### config.mk
export PLATFORM = sky130hd
export DESIGN_NAME = shift_sequencer_flat
export DESIGN_NICKNAME = d
export VERILOG_FILES = /design/src/rtl/shift_pkg.sv /design/src/rtl/shift_sequencer_if.sv /design/src/rtl/shift_step.sv /design/src/rtl/shift_sequencer.sv /design/src/flat_wrapper.sv
export SDC_FILE = /design/constraint.sdc
export NUM_CORES = 1
export LEC_CHECK = 0
export CAP_MARGIN = 20
export CORE_MARGIN = 2
export CORE_UTILIZATION = 48
export CTS_CLUSTER_DIAMETER = 30
export DETAILED_ROUTE_END_ITERATION = 7
export GPL_TIMING_DRIVEN = 0
export PLACE_DENSITY = 0.78
export SETUP_SLACK_MARGIN = 0.2
export SYNTH_ARGS = -nofsm -noshare
export SYNTH_HDL_FRONTEND = slang
export SYNTH_SLANG_ARGS = --single-unit
### constraint.sdc
create_clock -name clk -period 2 [get_ports clk]
set_input_delay 0.4 -clock clk [delete_from_list [all_inputs] [get_ports clk]]
set_output_delay 0.4 -clock clk [all_outputs]
set_load 0.005 [all_outputs]
### src/rtl/shift_pkg.sv
// Shared definitions for the multi-cycle shift sequencer: direction codes,
// single-step limits and the sequencer state encoding.
package shift_pkg;

  localparam logic DIR_LEFT  = 1'b0;
  localparam logic DIR_RIGHT = 1'b1;

  localparam int STEP_MAX = 7;
  localparam int STEP_W   = 3;

  typedef enum logic [1:0] {
    IDLE,
    SHIFT,
    DONE
  } state_t;

endpackage

### src/rtl/shift_sequencer_if.sv
// Request/result channels of the shift sequencer; the producer/consumer side
// uses the master modport, the sequencer itself uses slave.
interface shift_sequencer_if #(
  parameter int WIDTH = 16,
  parameter int AMT_W = 5
);

  logic             in_valid;
  logic             in_ready;
  logic [WIDTH-1:0] in_data;
  logic [AMT_W-1:0] in_amount;
  logic             in_dir;
  logic             out_valid;
  logic             out_ready;
  logic [WIDTH-1:0] out_data;

  modport master (
    output in_valid, in_data, in_amount, in_dir, out_ready,
    input  in_ready, out_valid, out_data
  );

  modport slave (
    input  in_valid, in_data, in_amount, in_dir, out_ready,
    output in_ready, out_valid, out_data
  );

endinterface

### src/rtl/shift_step.sv
// Combinational single-step logical shifter, 0..7 bits in either direction,
// zero fill on both sides.
module shift_step
  import shift_pkg::*;
#(
  parameter int WIDTH = 16
) (
  input  logic [WIDTH-1:0]  data,
  input  logic [STEP_W-1:0] amount,
  input  logic              dir,
  output logic [WIDTH-1:0]  result
);

  assign result = (dir == DIR_RIGHT) ? (data >> amount) : (data << amount);

endmodule

### src/rtl/shift_sequencer.sv
// Multi-cycle logical shifter: splits a wide shift amount into steps of at
// most STEP_MAX bits, one registered step per cycle.
module shift_sequencer
  import shift_pkg::*;
#(
  parameter int WIDTH = 16,
  parameter int AMT_W = 5
) (
  input logic              clk,
  input logic              rst,
  shift_sequencer_if.slave bus
);

  state_t            state_q, state_d;
  logic [WIDTH-1:0]  data_q, data_d;
  logic [WIDTH-1:0]  shifted;
  logic [AMT_W-1:0]  remaining_q, remaining_d;
  logic [AMT_W-1:0]  remaining_after;
  logic              dir_q, dir_d;
  logic [STEP_W-1:0] step;

  // Never step past what is left, so the counter cannot underflow.
  assign step = (remaining_q > AMT_W'(STEP_MAX)) ? STEP_W'(STEP_MAX)
                                                 : remaining_q[STEP_W-1:0];
  assign remaining_after = remaining_q - AMT_W'(step);

  shift_step #(
    .WIDTH(WIDTH)
  ) u_step (
    .data   (data_q),
    .amount (step),
    .dir    (dir_q),
    .result (shifted)
  );

  always_ff @(posedge clk or posedge rst) begin
    if (rst) begin
      state_q     <= IDLE;
      data_q      <= '0;
      remaining_q <= '0;
      dir_q       <= DIR_LEFT;
    end else begin
      state_q     <= state_d;
      data_q      <= data_d;
      remaining_q <= remaining_d;
      dir_q       <= dir_d;
    end
  end

  always_comb begin
    state_d     = state_q;
    data_d      = data_q;
    remaining_d = remaining_q;
    dir_d       = dir_q;
    case (state_q)
      IDLE: begin
        if (bus.in_valid) begin
          data_d      = bus.in_data;
          remaining_d = bus.in_amount;
          dir_d       = bus.in_dir;
          state_d     = (bus.in_amount == '0) ? DONE : SHIFT;
        end
      end
      SHIFT: begin
        data_d      = shifted;
        remaining_d = remaining_after;
        if (remaining_after == '0) begin
          state_d = DONE;
        end
      end
      DONE: begin
        if (bus.out_ready) begin
          state_d = IDLE;
        end
      end
      default: state_d = IDLE;
    endcase
  end

  // in_ready is masked by rst so nothing is offered while reset is held.
  assign bus.in_ready  = (state_q == IDLE) && !rst;
  assign bus.out_valid = (state_q == DONE);
  assign bus.out_data  = data_q;

endmodule

### src/flat_wrapper.sv
// flat-port wrapper written by rule: the top's interface ports become plain ports
module shift_sequencer_flat import shift_pkg::*;
#(
  parameter int WIDTH = 16,
  parameter int AMT_W = 5
)
  (clk, rst, bus_in_valid, bus_in_data, bus_in_amount, bus_in_dir, bus_out_ready, bus_in_ready, bus_out_valid, bus_out_data);
  shift_sequencer_if #(.WIDTH(WIDTH), .AMT_W(AMT_W)) bus_i ();
  input logic clk;
  input logic rst;
  input wire logic [$bits(bus_i.in_valid)-1:0] bus_in_valid;
  input wire logic [$bits(bus_i.in_data)-1:0] bus_in_data;
  input wire logic [$bits(bus_i.in_amount)-1:0] bus_in_amount;
  input wire logic [$bits(bus_i.in_dir)-1:0] bus_in_dir;
  input wire logic [$bits(bus_i.out_ready)-1:0] bus_out_ready;
  output wire logic [$bits(bus_i.in_ready)-1:0] bus_in_ready;
  output wire logic [$bits(bus_i.out_valid)-1:0] bus_out_valid;
  output wire logic [$bits(bus_i.out_data)-1:0] bus_out_data;
  assign bus_i.in_valid = bus_in_valid;
  assign bus_i.in_data = bus_in_data;
  assign bus_i.in_amount = bus_in_amount;
  assign bus_i.in_dir = bus_in_dir;
  assign bus_i.out_ready = bus_out_ready;
  assign bus_in_ready = bus_i.in_ready;
  assign bus_out_valid = bus_i.out_valid;
  assign bus_out_data = bus_i.out_data;
  shift_sequencer #(.WIDTH(WIDTH), .AMT_W(AMT_W)) u_core (.clk(clk), .rst(rst), .bus(bus_i));
endmodule
==> Word level (Yosys, flattened, before mapping) <==
Index checks and enable logic that the tools add are counted.
W data, S select, Z words.
{ "totals": {"output_inout_bits": 18, "inputBits": 26, "reg_bits": 24, "elab_cells": 33} }
{ "op_classes": {"muxes": 11, "n_lt_le_gt_ge": 1, "add_sub_neg": 1, "n_shift": 2, "n_reduce_logical": 9, "n_eq_ne": 5} }
{ "ops": {"columns": ["op", "count"], "rows": [
  ["$mux W16", 2],
  ["$pmux W16 S2", 1],
  ["$shl A16 B3 Y16", 1],
  ["$shr A16 B3 Y16", 1],
  ["$logic_not A5 Y1", 2],
  ["$pmux W5 S2", 1],
  ["$mux W2", 4],
  ["$pmux W2 S3", 1],
  ["$gt A5 B3 Y1 const B", 1],
  ["$mux W5", 1],
  ["$sub A5 B3 Y5", 1],
  ["$ne A2 B2 Y1 const B", 2],
  ["$reduce_and A2 Y1", 2],
  ["$mux W3", 1],
  ["$reduce_and A3 Y1", 1],
  ["$eq A2 B1 Y1 const B", 1],
  ["$eq A2 B2 Y1 const B", 1],
  ["$logic_not A2 Y1", 1],
  ["$ne A2 B1 Y1 const B", 1],
  ["$reduce_bool A2 Y1", 1],
  ["$logic_and A1 B1 Y1", 1],
  ["$logic_not A1 Y1", 1]
]} }

==> Depth between registers and ports, before layout <==
{ "depth": {"depth_word": 6, "mapped_depth": 8, "ltp_nobuf": 7} }

==> By module <==
A second synthesis with hierarchy kept.
{ "unflattened": {"hier_cells": 284, "hier_area_um2": 2417.3} }
{ "modules_own_cells": {"columns": ["module", "area_each_um2", "instances", "cells_each", "seq_area_each_um2"], "rows": [
  ["shift_sequencer", 1280.0, 1, 130, 600.6],
  ["shift_step", 1137.3, 1, 154, 0.0]
]} }

==> Worst setup path after synthesis <==
OpenSTA, ideal clock, no wires.
{ "synth_timing": {"kind": "flip-flop to flip-flop", "startpoint": "register u_core.remaining_q[3]", "endpoint": "register u_core.remaining_q[4]", "path_slack_ps": 7, "setup_ps": 121, "n_path_buf": 1, "path_stages_with_launch": 9, "required_time_ps": 1879, "period_less_slack_ps": 1993, "arrival_ps": 1872, "path_cell_list": "dfrtp_1 -> clkbuf_1 -> nor2_1 -> or2_2 -> ha_1 -> a21o_1 -> a21oi_1 -> a21oi_1 -> o22a_1"} }
{ "synth_via": {"elab_chain_len": 4} }
{ "synth_rtl": {"columns": ["element", "line", "source"], "rows": [
  ["start, declared", "shift_sequencer.sv:17", "logic [AMT_W-1:0] remaining_q, remaining_d;"],
  ["start signal, assigned", "shift_sequencer.sv:45", "remaining_q <= remaining_d;"],
  ["$gt A5 B3 Y1", "shift_sequencer.sv:23", "assign step = (remaining_q > AMT_W'(STEP_MAX)) ? STEP_W'(STEP_MAX)"],
  ["$mux W3", "shift_sequencer.sv:23", null],
  ["$sub A5 B3 Y5 (*)", "shift_sequencer.sv:25", "assign remaining_after = remaining_q - AMT_W'(step);"],
  ["$pmux W5 S2 (*)", "shift_sequencer.sv:55", "case (state_q)"]
]} }
Every way passes the cells marked *; elsewhere a longest branch is shown, timed or not.
A chain may end at the register's enable or synchronous reset.

==> Final worst setup path <==
{ "layout_timing": {"startpoint": "register u_core.remaining_q[4]", "endpoint": "register u_core.data_q[13], in the netlist u_core.bus.out_data[13]"} }
{ "layout_via": {"elab_chain_len": 5, "word_cells_on_any_way": 6, "classes_between": "order compare: 1; shift: 2; mux: 3"} }
{ "layout_rtl": {"columns": ["element", "line", "source"], "rows": [
  ["$gt A5 B3 Y1 (*)", "shift_sequencer.sv:23", null],
  ["$mux W3 (*)", "shift_sequencer.sv:23", null],
  ["$shl A16 B3 Y16 / $shr A16 B3 Y16 (equally long branches)", "shift_step.sv:14", "assign result = (dir == DIR_RIGHT) ? (data >> amount) : (data << amount);"],
  ["$mux W16 (*)", "shift_step.sv:14", null],
  ["$pmux W16 S2 (*)", "shift_sequencer.sv:55", null],
  ["end signal, assigned", "shift_sequencer.sv:44", "data_q <= data_d;"],
  ["end, declared", "shift_sequencer.sv:15", "logic [WIDTH-1:0] data_q, data_d;"]
]} }
Marks and branches as above.

==> results.md <==
* Status: finished, violations left
* Violated checks: setup timing
* DP HPWL at 6440 µm
* Mean Syn Cell Area at 7.31 µm²
* Total wire length at 9960 µm
* Die Height at 72.8 µm
* Final Util at 76.5%
* Worst Path Max Fanout at 9
* Number of antenna diodes at 0
* Sequential area share after synthesis at 26.4%
* CTS tree: done
* Netlist cell types at 48
* Initial antenna violation count at 0
* Setup violators final at 1
* H-tree Lvls at 1
* Most frequent cell after synthesis: nor2_1
* Hold_buf cts at 0
* DR vias/cell at 7.04
* Slowest CP cell: or4b_4
* FF+latch count, synth at 24
* Power density over the cells at 2000 nW/µm²
* Final Worst Setup Slack at -0.00684 ns
* CP endpoint kind: register
* DR pass1 iterations at 5
* Unrepaired setup endpoints after global routing: yes
* Total CTS buffers at 3
* Overall power at 7.14 mW
* Total of max-cap violations at 0
* Number of cell rows at 25
* Layout cells sized above 1 at 36.1%
* Hold Crit Class: in -> async
* Layout Skew at 0.00422 ns
* Cell count of the worst reg-to-reg path at 6
* Slew Viols, Final at 0
* I/O pins at 44
* Kind of cell adding the most delay to the critical path: simple AND/OR/NAND/NOR gates
* Req. time, crit path at 2.20 ns
* Peak VDD IR at 0.00105 V
* DRC at 0
* Final Hold Viols at 0
* Worst r2r src: u_core.remaining_q[4]
* Placed Area at 2800 µm²
* Area of the multi-input gates at 1920 µm²
* Crit share post-route at 100%
* Leakage at 1.28 nW
* Starting density of the core at 48.8%
* Slew headroom at 53.4%
* Nets at 409
* Synthesized netlist cell count at 311
* Routed vias at 3055
* Minimum clock period at 2.01 ns
* Yosys top cell area share at 26.4%
* Number of enable flip-flop cells after synthesis at 0
* Global-route wire length before repair at 15100 µm
* Post-route cell area at 3570 µm²
* FFs w/ async S/R, synth at 100%
* Die Area at 5310 µm²
* Filler instances at 343
* Root buffer cell: clkbuf_8
* Clk slew on worst S/H paths at 0.09 ns
* Port Buffers at 43
* Total grt overflow at 0
* CTS Buffer Depth at 2
* Worst-Skew Late Latency at 0.27 ns
* Clk sinks at 24
* CP Launch Type: register
* Worst-Margin Slew at 0.699 ns
* Synth Warn # at 0
* Die width at 72.8 µm
* Worst EP arrival at 2.21 ns
* Max stage delay on crit path at 0.55 ns
* Largest net degree at the start of global routing at 25
* Tot GR Track Use at 37.2%
* Synth area leaders: dfrtp_1 (26%), a21oi_1 (7.5%), nor2_1 (5.8%)
* Top_reg_cell synth: dfrtp_1
* Synth Cell Area at 2270 µm²
* Register-to-Register Setup Slack at -0.007 ns
* Dominant cell type by area after synthesis: dfrtp_1
* WP buf/inv at 1
* Core area at 4660 µm²
* Stages on worst setup path at 6
* Vias in the first global route at 2819
* RePlAce Congestion at 0.993
* Worst r2r dst: u_core.bus.out_data[13]
* Register area at 608 µm²
* Syn-to-layout area delta at 56.8%
* Post-synth top cells: nor2_1 (35), a21oi_1 (34), o21ai_0 (26), dfrtp_1 (24), nand2_1 (23)
* Critical path class: reg -> reg
* Net Count, Synth at 338
* Antenna Nets Post-Route at 0
* Max Clk Rate at 498 MHz
* Initial DRC count at 421
* DR WL/cell at 22.9 µm
* CP cell instances: or4b_4, buf_12, o22a_1, o21ai_0, a211oi_2, nor3_2
[kinds of logic after synthesis]
family,share of synthesized area [%]
buffers and inverters,6.66
AO/OA/AOI/OAI,36.4
AND/OR/NAND/NOR,27.3
XOR/XNOR,0.385
flip-flops,26.4
multiplexers,2.31
adder cells (fa/ha/maj),0.550
[final cells by class]
cell class                 count  share of cell area, %
buffer                        28                   7.51
clock buffer                   3                   1.16
inverter                       4                  0.526
multi-input combinational    255                   53.9
sequential                    24                   17.0
tap                           54                   1.89
timing repair buffer          66                   18.0
[how the worst max path moves through the flow]
stage                                from                       to  slack, ns
floorplan           u_core.remaining_q[0]   u_core.bus.out_data[1]       0.20
global placement    u_core.remaining_q[3]   u_core.bus.out_data[3]      -0.21
detailed placement           bus_in_valid   u_core.bus.out_data[3]      -0.20
CTS                 u_core.remaining_q[4]   u_core.bus.out_data[6]       0.03
global route        u_core.remaining_q[4]  u_core.bus.out_data[13]      -0.06
finish              u_core.remaining_q[4]  u_core.bus.out_data[13]     -0.007
[where the power goes]
| group | leakage, nW | switching (mW) | internal [mW] |
|---|---|---|---|
| Combinational | 0.981 | 3.15 | 2.43 |
| Clock | 0.0216 | 0.170 | 0.135 |
| Sequential | 0.279 | 0.486 | 0.771 |
| Total | 1.28 | 3.81 | 3.33 |
[timing repair]
action,CTS,global route
resized for setup,74,60
setup endpoints to repair,25,27
setup buffers,11,9
endpoints found under the hold margin,0,0
pin swaps,23,25
cloned,1,1
[registers in the layout (all words and copies together), names as in the netlist]
name	count
u_core.dir_q	1
u_core.remaining_q	5
u_core.bus.out_data	16
u_core.state_q	2
[worst register-to-register path: cells and delay by family, from the launching register on]
family          cells  cell delay [ns]
simple gates        2             0.67
compound gates      3             0.63
flops               1             0.46
buf+inv             1             0.17
[routing by layer]
metal	up-vias	GRT usage (%)	routed length (µm)
met5	-	0	0
met4	0	15.8	446
met3	50	5.39	1020
met2	250	58.4	4520
met1	1444	50.9	3970
li1	1311	-	-
[stage by stage]
stage	setup TNS, ns	hold WS [ns]	std cells	setup slack [ns]
after floorplan	0	0.415	311	0.201
after global placement	-2.42	0.597	408	-0.206
after detailed placement	-2.33	0.618	408	-0.196
after CTS	0	0.645	423	0.0316
after global routing	-0.134	0.481	434	-0.0609
final	-0.00684	0.444	434	-0.00684
[layout by cell type, fill, tap and decap left out, types with 6 or more instances in the layout]
| cell type | netlist | layout |
|---|---|---|
| dfrtp_2 | 0 | 6 |
| buf_6 | 1 | 6 |
| a21oi_2 | 0 | 13 |
| nor3_1 | 10 | 6 |
| buf_4 | 3 | 24 |
| nand2_1 | 23 | 22 |
| o22ai_2 | 1 | 7 |
| dfrtp_1 | 24 | 18 |
| a31oi_1 | 8 | 7 |
| o21ai_0 | 26 | 21 |
| a211oi_2 | 3 | 9 |
| or3_1 | 12 | 11 |
| nor2_1 | 35 | 25 |
| a21oi_1 | 34 | 21 |
| clkdlybuf4s50_1 | 0 | 40 |
| nor2b_1 | 11 | 10 |
| nor2_4 | 0 | 7 |
Note: power is estimated with default switching activity, not from simulation.
==> variant (config.mk and constraints unchanged) <==
`WIDTH` is set to 16 in 4 places; all go to 18.
--- a/src/rtl/shift_sequencer_if.sv
+++ b/src/rtl/shift_sequencer_if.sv
@@ -1,7 +1,7 @@
 // Request/result channels of the shift sequencer; the producer/consumer side
 // uses the master modport, the sequencer itself uses slave.
 interface shift_sequencer_if #(
-  parameter int WIDTH = 16,
+  parameter int WIDTH = 18,
   parameter int AMT_W = 5
 );
 
--- a/src/rtl/shift_step.sv
+++ b/src/rtl/shift_step.sv
@@ -3,7 +3,7 @@
 module shift_step
   import shift_pkg::*;
 #(
-  parameter int WIDTH = 16
+  parameter int WIDTH = 18
 ) (
   input  logic [WIDTH-1:0]  data,
   input  logic [STEP_W-1:0] amount,
--- a/src/rtl/shift_sequencer.sv
+++ b/src/rtl/shift_sequencer.sv
@@ -3,7 +3,7 @@
 module shift_sequencer
   import shift_pkg::*;
 #(
-  parameter int WIDTH = 16,
+  parameter int WIDTH = 18,
   parameter int AMT_W = 5
 ) (
   input logic              clk,
--- a/src/flat_wrapper.sv
+++ b/src/flat_wrapper.sv
@@ -1,7 +1,7 @@
 // flat-port wrapper written by rule: the top's interface ports become plain ports
 module shift_sequencer_flat import shift_pkg::*;
 #(
-  parameter int WIDTH = 16,
+  parameter int WIDTH = 18,
   parameter int AMT_W = 5
 )
   (clk, rst, bus_in_valid, bus_in_data, bus_in_amount, bus_in_dir, bus_out_ready, bus_in_ready, bus_out_valid, bus_out_data);
Ports: changed (resized bus_in_data and bus_out_data); port bits go from 44 to 48. No check against the original RTL was run, so the function may have changed too.
==> variant against the unedited design <==
Global-route usage rose by 7.2 points; total power up 46%; sequential cell count rose by 2; count of clock-buffer cells in the layout rose by 1; synthesized area up 24%; wire length up 61%; largest cell class unchanged; worst setup slack worse by 170 ps; cell area up 33%; the flow finishes with violations (design-rule violations, negative setup slack).
==> variant: results (changes against the unedited design) <==
distinct cell type count of the synthesized netlist=61 (was 48); area fraction in compound gates after synthesis=0.383 (was 0.364); post-DR vias/cell=7.85 (was 7.04); biggest fanout along the worst timing path=6 (was 9); total global-route track usage=0.444 (was 0.372); post-detailed-routing wire length=16.0 mm (was 9.96 mm); Logic power comb=8.65 mW (was 5.58 mW); area used by multi-input combinational logic=2570 µm² (was 1920 µm²); final weighted congestion in routability-driven placement=1.03 (was 0.993); net count after synthesis=400 (was 338); Clock Network Area Fraction=0.0116 (about the same); Max stage delay cell, worst path=a2111oi_2 (was or4b_4); fraction of met1 tracks used by global routing=0.590 (was 0.509); post-route DRC violation count=3 (was 0); setup skew after layout=20.8 ps (was 4.22 ps); power dissipated by switching net loads=5.68 mW (was 3.81 mW); worst-case setup margin in the final layout=-177 ps (was -6.84 ps); run status=finished with violations (unchanged); fraction of final layout cells with drive strength greater than 1=0.450 (was 0.361); routed wl met3=2.38 mm (was 1.02 mm); final number of setup-violating endpoints=11 (was 1); count of clock buffers in the final design=4 (was 3); mean instance size in the synthesized netlist=7.63 µm² (was 7.31 µm²); estimated wirelength of the detail-placed design=9.02 mm (was 6.44 mm); final setup TNS=-639 ps (was -6.84 ps); number of filler instances in the final layout=342 (was 343); violated checks=design-rule violations, negative setup slack (was negative setup slack); transition time at the pin with the least slew margin=742 ps (was 699 ps); max layer used=met5 (was met4); met2 track utilization from global routing=0.656 (was 0.584); max FFs per register=18 (was 16); number of global-route vias before repair=3703 (was 2819)
variant: per-stage QoR:
| step | setup WS (ps) | total power, mW | hold slack, ps |
|---|---|---|---|
| floorplan | 198 | 4.60 | 440 |
| global placement | -650 | 6.45 | 685 |
| detailed placement | -687 | 6.47 | 698 |
| CTS | 70.2 | 8.38 | 663 |
| global route | -141 | 10.6 | 653 |
| finish | -177 | 10.4 | 570 |
variant: how the worst max path moves through the flow:
stage	end	slack, ps	from	depth (start not counted)
global placement	u_core.bus.out_data[8]	-650	bus_in_valid	6
detailed placement	u_core.bus.out_data[8]	-690	bus_in_valid	6
floorplan	u_core.state_q[1]	200	u_core.remaining_q[3]	8
finish	u_core.bus.out_data[15]	-180	u_core.remaining_q[0]	7
CTS	u_core.bus.out_data[1]	70	u_core.remaining_q[4]	8
global route	u_core.bus.out_data[15]	-140	u_core.remaining_q[0]	7
